===== config.mk =====
export PLATFORM = sky130hd
export DESIGN_NAME = sw_array_feeder_flat
export DESIGN_NICKNAME = d
export VERILOG_FILES = /design/src/rtl/sw_array_feeder_pkg.sv /design/src/rtl/sw_array_feeder_if.sv /design/src/rtl/sw_array_feeder_read_buffer.sv /design/src/rtl/sw_array_feeder.sv /design/src/flat_wrapper.sv
export SDC_FILE = /design/constraint.sdc
export NUM_CORES = 1
export LEC_CHECK = 0
export CAP_MARGIN = 20
export CORE_ASPECT_RATIO = 2
export CORE_MARGIN = 4
export CORE_UTILIZATION = 45
export CTS_CLUSTER_DIAMETER = 80
export CTS_CLUSTER_SIZE = 30
export DETAILED_ROUTE_END_ITERATION = 10
export PLACE_DENSITY = 0.75
export SLEW_MARGIN = 20
export SYNTH_ARGS = -nofsm -noshare
export SYNTH_HDL_FRONTEND = slang
export SYNTH_HIERARCHICAL = 1
export SYNTH_SLANG_ARGS = --single-unit

===== constraint.sdc =====
create_clock -name clk -period 4.4 [get_ports clk]
set_input_delay 0.44 -clock clk [delete_from_list [all_inputs] [get_ports clk]]
set_output_delay 0.44 -clock clk [all_outputs]
set_load 0.05 [all_outputs]

===== src/rtl/sw_array_feeder_pkg.sv =====
// Shared types and constants for the Smith-Waterman array feeder.
package sw_array_feeder_pkg;

  // Two-bit nucleotide code: A=00 C=01 G=10 T=11.
  typedef logic [1:0] base_t;

  // Base driven into the chain while the pipeline drains.
  localparam base_t BASE_A = 2'b00;

  localparam int DEF_NUM_PE      = 6;
  localparam int DEF_SCORE_WIDTH = 10;

  typedef enum logic [2:0] {
    ST_IDLE   = 3'd0,
    ST_LOAD   = 3'd1,
    ST_SHIFT  = 3'd2,
    ST_STREAM = 3'd3,
    ST_DRAIN  = 3'd4
  } state_e;

  // Counter width able to hold 0..n without wrapping.
  function automatic int cnt_width(input int n);
    return $clog2(n + 1);
  endfunction

endpackage


===== src/rtl/sw_array_feeder_if.sv =====
// Handshake and PE-facing bundle between the feeder and its neighbours.
interface sw_array_feeder_if #(
  parameter int SCORE_WIDTH = sw_array_feeder_pkg::DEF_SCORE_WIDTH
);
  import sw_array_feeder_pkg::*;

  base_t                  read_base;
  logic                   read_valid;
  logic                   read_last;
  logic                   read_ready;
  base_t                  ref_base;
  logic                   ref_valid;
  logic                   ref_last;
  logic                   ref_ready;
  logic                   sink_stall;
  logic                   pe_stall;
  base_t                  pe_S;
  logic                   pe_store_S;
  base_t                  pe_T;
  logic                   pe_init;
  logic [SCORE_WIDTH-1:0] pe_V;
  logic [SCORE_WIDTH-1:0] pe_F;
  logic                   busy;
  logic                   done;
  logic                   len_err;

  // Source side: read/reference producers and the downstream sink.
  modport master (
    output read_base, read_valid, read_last,
    output ref_base, ref_valid, ref_last, sink_stall,
    input  read_ready, ref_ready, pe_stall, pe_S, pe_store_S, pe_T,
    input  pe_init, pe_V, pe_F, busy, done, len_err
  );

  // Feeder side.
  modport slave (
    input  read_base, read_valid, read_last,
    input  ref_base, ref_valid, ref_last, sink_stall,
    output read_ready, ref_ready, pe_stall, pe_S, pe_store_S, pe_T,
    output pe_init, pe_V, pe_F, busy, done, len_err
  );

endinterface


===== src/rtl/sw_array_feeder_read_buffer.sv =====
// Short-read register file: one 2-bit base per PE, written by index while
// loading and read back by index while shifting into the chain.
module sw_read_buffer
  import sw_array_feeder_pkg::*;
#(
  parameter int NUM_PE = DEF_NUM_PE,
  parameter int IDX_W  = 3
) (
  input  logic             clk,
  input  logic             wr_en,
  input  logic [IDX_W-1:0] wr_idx,
  input  base_t            wr_data,
  input  logic [IDX_W-1:0] rd_idx,
  output base_t            rd_data
);

  base_t mem_r [NUM_PE];

  // Capture the accepted read base; contents are don't-care until loaded.
  always_ff @(posedge clk) begin
    if (wr_en) begin
      mem_r[wr_idx] <= wr_data;
    end
  end

  assign rd_data = mem_r[rd_idx];

endmodule


===== src/rtl/sw_array_feeder.sv =====
// Upstream feeder for the Smith-Waterman PE chain: buffers one short read,
// shifts it in last base first, streams reference bases with init, then
// drains the pipeline and pulses done. Reference bubbles and sink
// back-pressure both stall the array.
module sw_array_feeder
  import sw_array_feeder_pkg::*;
#(
  parameter int NUM_PE      = DEF_NUM_PE,
  parameter int SCORE_WIDTH = DEF_SCORE_WIDTH,
  parameter int F_INIT      = 0
) (
  input logic              clk,
  input logic              rst,
  sw_array_feeder_if.slave bus
);

  localparam int CNT_W = cnt_width(NUM_PE);
  localparam int IDX_W = (NUM_PE > 1) ? $clog2(NUM_PE) : 1;
  localparam logic [CNT_W-1:0] LAST_CNT = CNT_W'(NUM_PE - 1);

  state_e           state_r, state_s;
  logic [CNT_W-1:0] cnt_r, cnt_s;
  base_t            pe_s_r, pe_s_s;
  base_t            pe_t_r, pe_t_s;
  logic             store_r, store_s;
  logic             init_r, init_s;
  logic             bubble_r, bubble_s;
  logic             done_r, done_s;
  logic             len_err_r, len_err_s;
  logic             buf_we_s;
  logic [IDX_W-1:0] buf_widx_s, buf_ridx_s;
  base_t            buf_rdata_s;
  logic             read_ready_s, ref_ready_s;

  sw_read_buffer #(
    .NUM_PE (NUM_PE),
    .IDX_W  (IDX_W)
  ) u_read_buffer (
    .clk     (clk),
    .wr_en   (buf_we_s),
    .wr_idx  (buf_widx_s),
    .wr_data (bus.read_base),
    .rd_idx  (buf_ridx_s),
    .rd_data (buf_rdata_s)
  );

  // Next state, counter and PE register values; a sink stall freezes everything.
  always_comb begin
    state_s      = state_r;
    cnt_s        = cnt_r;
    pe_s_s       = pe_s_r;
    pe_t_s       = pe_t_r;
    store_s      = store_r;
    init_s       = init_r;
    bubble_s     = bubble_r;
    done_s       = 1'b0;
    len_err_s    = 1'b0;
    buf_we_s     = 1'b0;
    buf_widx_s   = IDX_W'(cnt_r);
    buf_ridx_s   = IDX_W'(LAST_CNT - cnt_r);
    read_ready_s = 1'b0;
    ref_ready_s  = 1'b0;
    if (bus.sink_stall) begin
      state_s = state_r;
    end else begin
      case (state_r)
        ST_IDLE: begin
          read_ready_s = 1'b1;
          buf_widx_s   = '0;
          if (bus.read_valid) begin
            buf_we_s = 1'b1;
            cnt_s    = '0;
            if (bus.read_last && (NUM_PE > 1)) begin
              len_err_s = 1'b1;
            end else if (bus.read_last) begin
              state_s = ST_SHIFT;
            end else begin
              cnt_s   = CNT_W'(1);
              state_s = ST_LOAD;
            end
          end else begin
            cnt_s = '0;
          end
        end
        ST_LOAD: begin
          read_ready_s = 1'b1;
          if (bus.read_valid) begin
            buf_we_s = 1'b1;
            if (cnt_r == LAST_CNT) begin
              cnt_s = '0;
              if (bus.read_last) begin
                state_s = ST_SHIFT;
              end else begin
                len_err_s = 1'b1;
                state_s   = ST_IDLE;
              end
            end else if (bus.read_last) begin
              cnt_s     = '0;
              len_err_s = 1'b1;
              state_s   = ST_IDLE;
            end else begin
              cnt_s = cnt_r + CNT_W'(1);
            end
          end else begin
            cnt_s = cnt_r;
          end
        end
        ST_SHIFT: begin
          // Last read base enters first so buf[0] ends up in PE[0].
          store_s = 1'b1;
          pe_s_s  = buf_rdata_s;
          if (cnt_r == LAST_CNT) begin
            cnt_s   = '0;
            state_s = ST_STREAM;
          end else begin
            cnt_s = cnt_r + CNT_W'(1);
          end
        end
        ST_STREAM: begin
          ref_ready_s = 1'b1;
          store_s     = 1'b0;
          if (bus.ref_valid) begin
            pe_t_s   = bus.ref_base;
            init_s   = 1'b1;
            bubble_s = 1'b0;
            if (bus.ref_last) begin
              cnt_s   = '0;
              state_s = ST_DRAIN;
            end else begin
              state_s = ST_STREAM;
            end
          end else begin
            bubble_s = 1'b1;
          end
        end
        ST_DRAIN: begin
          pe_t_s   = BASE_A;
          init_s   = 1'b0;
          bubble_s = 1'b0;
          if (cnt_r == LAST_CNT) begin
            cnt_s   = '0;
            done_s  = 1'b1;
            state_s = ST_IDLE;
          end else begin
            cnt_s = cnt_r + CNT_W'(1);
          end
        end
        default: begin
          state_s = ST_IDLE;
          cnt_s   = '0;
        end
      endcase
    end
  end

  // State, counter and PE-facing output registers with synchronous reset.
  always_ff @(posedge clk) begin
    if (!rst) begin
      state_r   <= ST_IDLE;
      cnt_r     <= '0;
      pe_s_r    <= BASE_A;
      pe_t_r    <= BASE_A;
      store_r   <= 1'b0;
      init_r    <= 1'b0;
      bubble_r  <= 1'b0;
      done_r    <= 1'b0;
      len_err_r <= 1'b0;
    end else begin
      state_r   <= state_s;
      cnt_r     <= cnt_s;
      pe_s_r    <= pe_s_s;
      pe_t_r    <= pe_t_s;
      store_r   <= store_s;
      init_r    <= init_s;
      bubble_r  <= bubble_s;
      done_r    <= done_s;
      len_err_r <= len_err_s;
    end
  end

  assign bus.read_ready = read_ready_s;
  assign bus.ref_ready  = ref_ready_s;
  assign bus.pe_stall   = bus.sink_stall | bubble_r;
  assign bus.pe_S       = pe_s_r;
  assign bus.pe_store_S = store_r;
  assign bus.pe_T       = pe_t_r;
  assign bus.pe_init    = init_r;
  assign bus.pe_V       = '0;
  assign bus.pe_F       = SCORE_WIDTH'(F_INIT);
  assign bus.busy       = (state_r != ST_IDLE);
  assign bus.done       = done_r;
  assign bus.len_err    = len_err_r;

endmodule


===== src/flat_wrapper.sv =====
// flat-port wrapper written by rule: the top's interface ports become plain ports
module sw_array_feeder_flat import sw_array_feeder_pkg::*;
#(
  parameter int NUM_PE      = DEF_NUM_PE,
  parameter int SCORE_WIDTH = DEF_SCORE_WIDTH,
  parameter int F_INIT      = 0
)
  (clk, rst, bus_read_base, bus_read_valid, bus_read_last, bus_ref_base, bus_ref_valid, bus_ref_last, bus_sink_stall, bus_read_ready, bus_ref_ready, bus_pe_stall, bus_pe_S, bus_pe_store_S, bus_pe_T, bus_pe_init, bus_pe_V, bus_pe_F, bus_busy, bus_done, bus_len_err);
  sw_array_feeder_if #(.SCORE_WIDTH(SCORE_WIDTH)) bus_i ();
  input logic clk;
  input logic rst;
  input wire logic [$bits(bus_i.read_base)-1:0] bus_read_base;
  input wire logic [$bits(bus_i.read_valid)-1:0] bus_read_valid;
  input wire logic [$bits(bus_i.read_last)-1:0] bus_read_last;
  input wire logic [$bits(bus_i.ref_base)-1:0] bus_ref_base;
  input wire logic [$bits(bus_i.ref_valid)-1:0] bus_ref_valid;
  input wire logic [$bits(bus_i.ref_last)-1:0] bus_ref_last;
  input wire logic [$bits(bus_i.sink_stall)-1:0] bus_sink_stall;
  output wire logic [$bits(bus_i.read_ready)-1:0] bus_read_ready;
  output wire logic [$bits(bus_i.ref_ready)-1:0] bus_ref_ready;
  output wire logic [$bits(bus_i.pe_stall)-1:0] bus_pe_stall;
  output wire logic [$bits(bus_i.pe_S)-1:0] bus_pe_S;
  output wire logic [$bits(bus_i.pe_store_S)-1:0] bus_pe_store_S;
  output wire logic [$bits(bus_i.pe_T)-1:0] bus_pe_T;
  output wire logic [$bits(bus_i.pe_init)-1:0] bus_pe_init;
  output wire logic [$bits(bus_i.pe_V)-1:0] bus_pe_V;
  output wire logic [$bits(bus_i.pe_F)-1:0] bus_pe_F;
  output wire logic [$bits(bus_i.busy)-1:0] bus_busy;
  output wire logic [$bits(bus_i.done)-1:0] bus_done;
  output wire logic [$bits(bus_i.len_err)-1:0] bus_len_err;
  assign bus_i.read_base = bus_read_base;
  assign bus_i.read_valid = bus_read_valid;
  assign bus_i.read_last = bus_read_last;
  assign bus_i.ref_base = bus_ref_base;
  assign bus_i.ref_valid = bus_ref_valid;
  assign bus_i.ref_last = bus_ref_last;
  assign bus_i.sink_stall = bus_sink_stall;
  assign bus_read_ready = bus_i.read_ready;
  assign bus_ref_ready = bus_i.ref_ready;
  assign bus_pe_stall = bus_i.pe_stall;
  assign bus_pe_S = bus_i.pe_S;
  assign bus_pe_store_S = bus_i.pe_store_S;
  assign bus_pe_T = bus_i.pe_T;
  assign bus_pe_init = bus_i.pe_init;
  assign bus_pe_V = bus_i.pe_V;
  assign bus_pe_F = bus_i.pe_F;
  assign bus_busy = bus_i.busy;
  assign bus_done = bus_i.done;
  assign bus_len_err = bus_i.len_err;
  sw_array_feeder #(.NUM_PE(NUM_PE), .SCORE_WIDTH(SCORE_WIDTH), .F_INIT(F_INIT)) u_core (.clk(clk), .rst(rst), .bus(bus_i));
endmodule

==> results.sh <==
export IMPL_dr_pass1_iters=5
export IMPL_async_reset_ff_frac=0
export IMPL_fp_row_count=30
export IMPL_clk_pin_slew_ns=0.10
export IMPL_drtIter0Drc=39
export IMPL_start_util=0.474
export IMPL_critPathCaptureType="output port"
export IMPL_max_slew_margin_rel=0.524
export IMPL_clk_latency_ns=0.28
export IMPL_drc=0
export IMPL_wirelength_um=3360
export IMPL_multi_input_area_um2=792
export IMPL_period_share=0.608
export IMPL_powerDensity_nw_per_um2=278
export IMPL_status="finished clean"
export IMPL_synth_edf_count=12
export IMPL_viasPerCell=5.26
export IMPL_swShare=0.297
export IMPL_avgSynthCellArea_um2=9.75
export IMPL_crit_arrival_ns=2.24
export IMPL_worstSetupStartpointType="register"
export IMPL_clockBufferDepth=2
export IMPL_syn_inst=168
export IMPL_switching_power_uw=149
export IMPL_dp_hpwl_um=2580
export IMPL_crit_type="reg2out"
export IMPL_dp_cells=227
export IMPL_hold_viol_final=0
export IMPL_setup_viol=0
export IMPL_power_leakage_nw=0.646
export IMPL_vias=1216
export IMPL_fillers=343
export IMPL_fmax_ghz=0.374
export IMPL_htree_levels=1
export IMPL_numCtsBuffers=3
export IMPL_pwr_share_seq=0.536
export IMPL_cp_data_required_time_ns=3.96
export IMPL_chipWidth_um=50.7
export IMPL_p_clk_frac=0.283
export IMPL_intPower_uw=352
export IMPL_fin_setup_tns_ns=0
export IMPL_die_h_um=93.3
export IMPL_diodes=0
export IMPL_netlist_area_um2=1640
export IMPL_fp_dieArea_um2=4730
export IMPL_layout_drive_gt1_share=0.0820
export IMPL_cts_sinks=27
export IMPL_grt_max_degree=23
export IMPL_max_stage_delay_ns=0.82
export IMPL_critical_path_peak_fanout=20
export IMPL_crit_chain="nand3b_1 -> nor2_1 -> clkdlybuf4s50_1"
export IMPL_grt_setup_unrepaired="false"
export IMPL_globalRouteTotalUtil=0.154
export IMPL_grt_pass1_wl_um=5660
export IMPL_overflow=0
export IMPL_yosys_warnings=6
export IMPL_io_buffers=22
export IMPL_holdBufCountCts=0
export IMPL_gp_congestion=0.962
export IMPL_comb_power_share=0.181
export IMPL_irDropWorstVdd_mv=0.278
export IMPL_maxCapViolCount=0
export IMPL_ys_types=45
export IMPL_ant_nets=0
export IMPL_worstMarginPinSlew_ns=0.712
export IMPL_min_period_ns=2.68
export IMPL_coreArea_um2=3450
export IMPL_hold_path_class="reg2reg"
export IMPL_ys_flop_type="dfxtp_1"
export IMPL_regToRegSetupSlack_ns=2.25
export IMPL_area_delta_synth_final_pct=9.93
export IMPL_drv_slew=0
export IMPL_finClkSkew_ns=0.00991
export IMPL_root_buffer="clkbuf_8"
export IMPL_antenna_found_initial=0
export IMPL_cts_resized=0
export IMPL_ys_seq_area_frac=0.403
export IMPL_pin_count=43
export IMPL_final_cell_mix="clkdlybuf4s50_1 (22), conb_1 (20), dfxtp_1 (15)"
export IMPL_stdcell_count=231
export IMPL_register_area_um2=661
export IMPL_routedWlPerCell_um=14.6
export IMPL_cts_tree="yes"
export IMPL_final_common_cell="clkdlybuf4s50_1"
export IMPL_fin_nets=198
export IMPL_synth_seq_cells=27
export IMPL_grt_pass1_vias=1252
export IMPL_slowest_stage="clkdlybuf4s50_1"
export IMPL_cts_setup_buffers=0
==> flip-flops by register name, indices dropped and copies added, names as in the netlist <==
signal and count:
u_core/cnt_r 3, u_core/bus.pe_store_S 1, u_core/bus.pe_init 1, u_core/bus.pe_S 2, u_core/u_read_buffer/mem_r 12, u_core/bus.len_err 1
u_core/state_r 3, u_core/bubble_r 1, u_core/bus.pe_T 2, u_core/bus.done 1
==> cell type report <==
cell class	instances	share of cell area
multi-input cells	125	0.440
flip-flops and latches	27	0.367
repair buffers	22	0.122
well taps	48	0.0334
clock buffers	3	0.0229
inverters	5	0.0104
clock inverters	1	0.00417
==> critical path, delay by kind of cell (launching register included) <==
kind	cells	cell delay, ns
buffers and inverters	1	0.82
DFF	1	0.72
and+or+nand+nor	2	0.43
==> final timing paths <==
| path | startpoint | to | depth (start not counted) |
|---|---|---|---|
| max | u_core/state_r[1]$_SDFFE_PN0P_ | bus_ref_ready | 3 |
| min | u_core/bus.pe_T[0]$_SDFFE_PN0P_ | u_core/bus.pe_T[0]$_SDFFE_PN0P_ | 2 |
| max reg2reg | u_core/cnt_r[1]$_SDFFE_PN0P_ | u_core/state_r[1]$_SDFFE_PN0P_ | 9 |
| min reg2reg | u_core/bus.pe_T[0]$_SDFFE_PN0P_ | u_core/bus.pe_T[0]$_SDFFE_PN0P_ | 2 |
==> routing by layer <==
| metal | global-route usage | up-vias | wire (um) |
|---|---|---|---|
| li1 | - | 585 | - |
| met1 | 0.156 | 573 | 1250 |
| met2 | 0.298 | 48 | 1860 |
| met3 | 0.0159 | 10 | 142 |
| met4 | 0.0764 | 0 | 107 |
| met5 | 0 | - | 0 |
==> power by group through the flow <==
stage	Sequential (mW)	Clock (mW)	Combinational [mW]
4_1_cts	0.268	0.145	0.0898
3_3_place_gp	0.274	0	0.0877
6_report	0.268	0.142	0.0904
2_1_floorplan	0.273	0	0.0863
5_1_grt	0.269	0.155	0.0962
3_5_place_dp	0.274	0	0.0896
==> cells in the mapped netlist (2+ instances only) <==
library cell | instances | area share
ha_1 | 3 | 0.023
dfxtp_1 | 15 | 0.18
o221a_2 | 2 | 0.014
a211oi_1 | 3 | 0.014
buf_4 | 21 | 0.096
a21oi_1 | 2 | 0.0061
nand3b_1 | 2 | 0.0092
nand2_1 | 11 | 0.025
nor3b_1 | 3 | 0.014
mux2_4 | 2 | 0.018
clkbuf_8 | 3 | 0.025
nand2b_1 | 5 | 0.019
o2111ai_1 | 2 | 0.011
nor2b_1 | 8 | 0.031
o21ai_0 | 5 | 0.015
nand3_1 | 6 | 0.018
inv_1 | 5 | 0.011
nor2_1 | 13 | 0.030
clkbuf_1 | 2 | 0.0046
nor3_1 | 4 | 0.012
mux2i_1 | 12 | 0.073
nor4_1 | 3 | 0.011
a2111oi_0 | 2 | 0.011
edfxtp_1 | 12 | 0.22
buf_6 | 2 | 0.014
==> per-stage QoR <==
step                      total power, mW  cell area, um^2  utilization  worst slack (ns)  hold slack, ns
after floorplan                     0.359             1710            -              1.77           0.471
after global placement              0.362             1750        0.507              1.80           0.446
after detailed placement            0.364             1750        0.507              1.75           0.473
after CTS                           0.503             1800        0.521              1.74           0.485
after global routing                0.520             1800        0.521              1.55           0.518
final                               0.501             1800        0.521              1.72           0.477
==> cell families after synthesis <==
logic type,Yosys count,synth area share
AOI/OAI and AO/OA,22,0.101
xor gates and xnor gates,1,0.00535
adders and majority gates,3,0.0229
buffers and inverters,35,0.157
DFF,27,0.403
muxes,14,0.0917
other,1,0.00229
and+or+nand+nor,65,0.217
Note: power is estimated with default switching activity, not from simulation.
==> RTL change 1 (same settings) <==
Reset style: asynchronous (`rst`), changed in one clocked block. Comments in the files are not updated.
--- a/src/rtl/sw_array_feeder.sv
+++ b/src/rtl/sw_array_feeder.sv
@@ -155,5 +155,5 @@
 
   // State, counter and PE-facing output registers with synchronous reset.
-  always_ff @(posedge clk) begin
+  always_ff @(posedge clk or negedge rst) begin
     if (!rst) begin
       state_r   <= ST_IDLE;
Check against the original RTL: differs if rst is asserted again (counterexample within 4 cycles, from zero or initial values and one cycle with rst low); with rst held inactive, the same outputs for 10 cycles.
==> RTL change 1 against the original RTL <==
Register-to-register slack got worse by 0.07 ns. Non-clock buffer count unchanged. Routed wire length decreased by 8.5%. Clock skew decreased by 0.0033 ns. Synthesized area unchanged. Worst setup slack got worse by 0.0029 ns. Hold slack improved by 0.021 ns. Global-route usage decreased by 1.5 points. Die area unchanged. Sequential cell count unchanged. Cell area increased by 1.7%. Critical endpoint unchanged.
Power is not compared: it rests on default switching activity, and its combinational part moved more than twofold at a synthesized area within 25%.
==> RTL change 1: results (changes against the original RTL) <==
slew margin rel. -> 53.16% (+0.76 points)
post-DP HPWL -> 2.428 mm (-6.0%)
Yosys cell types -> 43 (-4.4%)
Tightest Hold Check Type -> flop to flop
Syn Inst Count -> 158 (-6.0%)
Peak supply drop -> 252.9 uV
Net count, final -> 189 (-4.5%)
top cells by count, synth -> buf_4 (20), dfrtp_1 (15), nor2_1 (14)
top cells by area, synth -> dfrtp_1 (23%), edfxtp_1 (22%), buf_4 (9.2%), nor2_1 (3.2%), ha_1 (2.3%)
Max Root-Sink Buffers -> 2 (unchanged)
register area share after synthesis -> 44.92% (+4.6 points)
Post-Place Cells -> 218 (-4.0%)
DR pass1 iterations -> 4 (-1)
ys flop type -> dfrtp_1
WL/cell -> 13.86 um (-4.8%)
layout cells sized above 1 -> 8.621% (+0.42 points)
routed wl met2 -> 1.771 mm (-4.9%)
wl on met1 -> 1.014 mm (-19%)
Setup Skew -> 0.006619 ns (-0.003290 ns)
Worst Hold Depth -> 2 (unchanged)
setup bufs post-CTS -> 0 (unchanged)
Routability Congestion -> 0.8507 (-12%)
post-synth top area share -> 22.92% (+0.92 points)
most frequent cell after synthesis -> buf_4
port bufs -> 22 (unchanged)
DRT iter0 DRCs -> 26 (-33%)
GR Util All Layers -> 13.90% (-1.5 points)
final worst slack -> 1.721 ns (-0.002850 ns)
final WL -> 3.077 mm (-8.5%)
hold_ws -> 0.4978 ns (+0.02072 ns)
Post-DP Area -> 1780 um2 (+1.6%)
CTS buffer count -> 3 (unchanged)
worst skew pair latency -> 0.28 ns (about the same)
via density per instance -> 5.140 (-2.4%)
ys async rst share -> 55.56% (+56 points)
Root Buffer -> clkbuf_8
first-pass GRT wire length -> 4.961 mm (-12%)
worst-path fanout max -> 9 (-55%)
largest net degree at the start of global routing -> 22 (-4.3%)
worst reg-to-reg setup slack -> 2.18 ns (-0.07 ns)
status -> finished, final reports clean
vias in the first global route -> 1097 (-12%)
post-CTS resize count -> 0 (unchanged)
met3 WL -> 173 um (+22%)
largest registers -> u_core/u_read_buffer/mem_r (12), u_core/cnt_r (3), u_core/state_r (3)
[RTL change 1: final cells by class]
type	count	area, um2
fillers	350	1623
multi-input cells	116	745.7
flip-flops and latches	27	735.7
repair buffers	22	220.2
well taps	48	60.06
clock buffers	3	41.29
inverters	5	18.77
clock inverters	1	8.758
[RTL change 1: layer usage]
metal | up-vias | track usage [%]
met2 | 32 | 26.31
met5 | - | 0
li1 | 549 | -
met3 | 9 | 3.190
met1 | 551 | 12.47
met4 | 0 | 8.989
[RTL change 1: where the power goes]
group / switching, uW / internal, uW / total, uW / leakage, uW
clock: 79.8 / 66.6 / 146 / 0.0000261
sequential: 56.4 / 305 / 361 / 0.000312
combinational: 257 / 155 / 412 / 0.000427
[RTL change 1: kinds of logic after synthesis]
group | after synthesis | synth area share [%]
AO/OA/AOI/OAI | 27 | 12.53
XOR/XNOR | 1 | 0.5349
adder cells (fa/ha/maj) | 3 | 2.292
buffers and inverters | 34 | 13.90
flip-flops | 27 | 44.92
multiplexers | 11 | 7.792
other | 1 | 0.2290
AND/OR/NAND/NOR | 54 | 17.80
[RTL change 1: per-stage QoR]
stage,util [%],total power [uW]
6_report,53.01,919.7
3_3_place_gp,51.56,767.5
3_5_place_dp,51.56,778.6
2_1_floorplan,-,703.4
5_1_grt,53.01,976.7
4_1_cts,53.01,929.9
[RTL change 1: worst paths after layout]
kind | startpoint | endpoint
hold reg to reg | u_core/bus.pe_T[1] | u_core/bus.pe_T[1]
max in group asynchronous | rst | u_core/state_r[2]
setup / recovery | bus_sink_stall | bus_ref_ready
hold / removal | u_core/bus.pe_T[1] | u_core/bus.pe_T[1]
setup reg to reg | u_core/cnt_r[1] | u_core/state_r[0]
min in group asynchronous | rst | u_core/bus.pe_S[0]
[RTL change 1: worst max-delay path: stages]
cell and delay [ns]:
clkdlybuf4s50_1 0.55, nor2_1 0.28, and2_1 0.17, clkdlybuf4s50_1 0.80
==> RTL change 2 (same settings) <==
Made on the original files. Set the package constant `DEF_SCORE_WIDTH` to 11 (it was 10).
--- a/src/rtl/sw_array_feeder_pkg.sv
+++ b/src/rtl/sw_array_feeder_pkg.sv
@@ -9,5 +9,5 @@
 
   localparam int DEF_NUM_PE      = 6;
-  localparam int DEF_SCORE_WIDTH = 10;
+  localparam int DEF_SCORE_WIDTH = 11;
 
   typedef enum logic [2:0] {
Ports: changed (resized bus_pe_F and bus_pe_V); port bits go from 43 to 45. No check against the original RTL was run, so the function may have changed too.
==> RTL change 2 against the original RTL <==
Synthesized area grew 0.92%. Routed wire length down 1.7%. Largest cell class unchanged. Critical path type unchanged. Sequential cell count is the same. Total power grew 0.21%. Worst setup slack improved by 0.0077 ns. Cell area rose by 0.42%. Final cell count rose by 0.87%. Combinational power up 3.7%. Via count is 0.41% lower.
==> RTL change 2: results (changes against the original RTL) <==
setup bufs post-CTS -> 0 (unchanged)
largest registers -> u_core/u_read_buffer/mem_r (12), u_core/cnt_r (3), u_core/state_r (3)
M1 GR Usage -> 13.18% (-2.4 points)
hold_ws -> 0.4662 ns (-0.01081 ns)
R2R cell count -> 9 (unchanged)
most frequent cell after synthesis -> buf_4
top cells by area, synth -> edfxtp_1 (22%), dfxtp_1 (18%), buf_4 (10%), mux2i_1 (7.3%), nor2b_1 (3.0%)
Setup Skew -> 0.003933 ns (-0.005976 ns)
GR Util met3 -> 1.749% (+0.15 points)
Crit-path slowest cell -> clkdlybuf4s50_1
Worst Hold Depth -> 2 (unchanged)
synth warn -> 6 (unchanged)
layout cells sized above 1 -> 8.108% (-0.089 points)
status -> finished, final reports clean
Peak supply drop -> 200.9 uV (-28%)
Net count, final -> 200 (+1.0%)
via density per instance -> 5.197 (-1.3%)
critical path arrival -> 2.23 ns
post-DP HPWL -> 2.625 mm (+1.6%)
worst hold start -> u_core/bus.pe_T[0]
register area share after synthesis -> 39.97% (-0.37 points)
WL/cell -> 14.19 um (-2.5%)
setup violators final -> 0 (unchanged)
clock slew at reported path FFs -> 0.09 ns
GR Util All Layers -> 14.21% (-1.2 points)
ys flop type -> dfxtp_1
initial antenna violation count -> 0 (unchanged)
Max Root-Sink Buffers -> 2 (unchanged)
antenna fix cells -> 0 (unchanged)
CP peak stage delay -> 0.81 ns
CTS buffer count -> 3 (unchanged)
Worst Hold End -> u_core/bus.pe_T[0]
R2R Path End -> u_core/state_r[1]
Filler Cells Inserted -> 337 (-1.7%)
cell family with most CP delay -> buffers and inverters
Pleak -> 0.0006524 uW (+1.0%)
worst reg-to-reg setup slack -> 2.30 ns (+0.05 ns)
vias in the first global route -> 1227 (-2.0%)
ys async rst share -> 0% (unchanged)
top cells by count, synth -> buf_4 (23), dfxtp_1 (15), nor2_1 (13)
met2 Use GR -> 29.37% (-0.44 points)
Tightest Hold Check Type -> flop to flop
DRT iter0 DRCs -> 29 (-26%)
slew margin rel. -> 52.32% (-0.084 points)
first-pass GRT wire length -> 5.237 mm (-7.5%)
Critical R2R Launch -> u_core/cnt_r[1]
DR pass1 iterations -> 4 (-1)
Routability Congestion -> 0.9628 (+0.10%)
post-CTS resize count -> 0 (unchanged)
==> RTL change 2: cell count changes in the layout (fill, tap and decap cells not counted), sizes merged <==
| cell | unedited run | this run |
|---|---|---|
| conb | 20 | 22 |
==> RTL change 2: cell families (layout without fill, tap and decap cells) <==
logic type / count (synthesis) / after routing / synth area share [%]
AND/OR/NAND/NOR: 65 / 65 / 21.50
AO/OA/AOI/OAI: 22 / 22 / 9.993
buffers and inverters: 37 / 31 / 16.43
other: 1 / 22 / 0.2269
flip-flops: 27 / 27 / 39.97
multiplexers: 14 / 14 / 9.084
adder cells (fa/ha/maj): 3 / 3 / 2.271
XOR/XNOR: 1 / 1 / 0.5300
==> RTL change 2: power breakdown <==
group	total [uW]	leakage, uW	internal (uW)	switching (uW)
Clock	139	0.0000217	64.1	75.3
Combinational	93.7	0.000401	23.3	70.4
Sequential	268	0.000230	264	4.27
Total	502	0.000652	352	150
==> RTL change 2: layout make-up <==
class	instances	area, um2	share of cell area (%)
tap	48	60.06	3.322
clock buffer	3	41.29	2.284
timing repair buffer	22	220.2	12.18
inverter	5	18.77	1.038
clock inverter	1	7.507	0.4152
multi-input combinational	127	799.5	44.22
sequential	27	660.6	36.54
==> RTL change 2: stage by stage <==
| stage | worst slack, ns | cell area, um2 | std cells |
|---|---|---|---|
| final | 1.731 | 1808 | 233 |
| after global routing | 1.639 | 1808 | 233 |
| after CTS | 1.747 | 1808 | 233 |
| after detailed placement | 1.758 | 1759 | 229 |
| after global placement | 1.815 | 1759 | 229 |
| after floorplan | 1.766 | 1732 | 191 |
==> RTL change 2: routing by layer <==
layer / wire, um / share of wire (%)
met1: 1152 / 35
met2: 1925 / 58
met3: 178 / 5.4
met4: 51 / 1.5
met5: 0 / 0
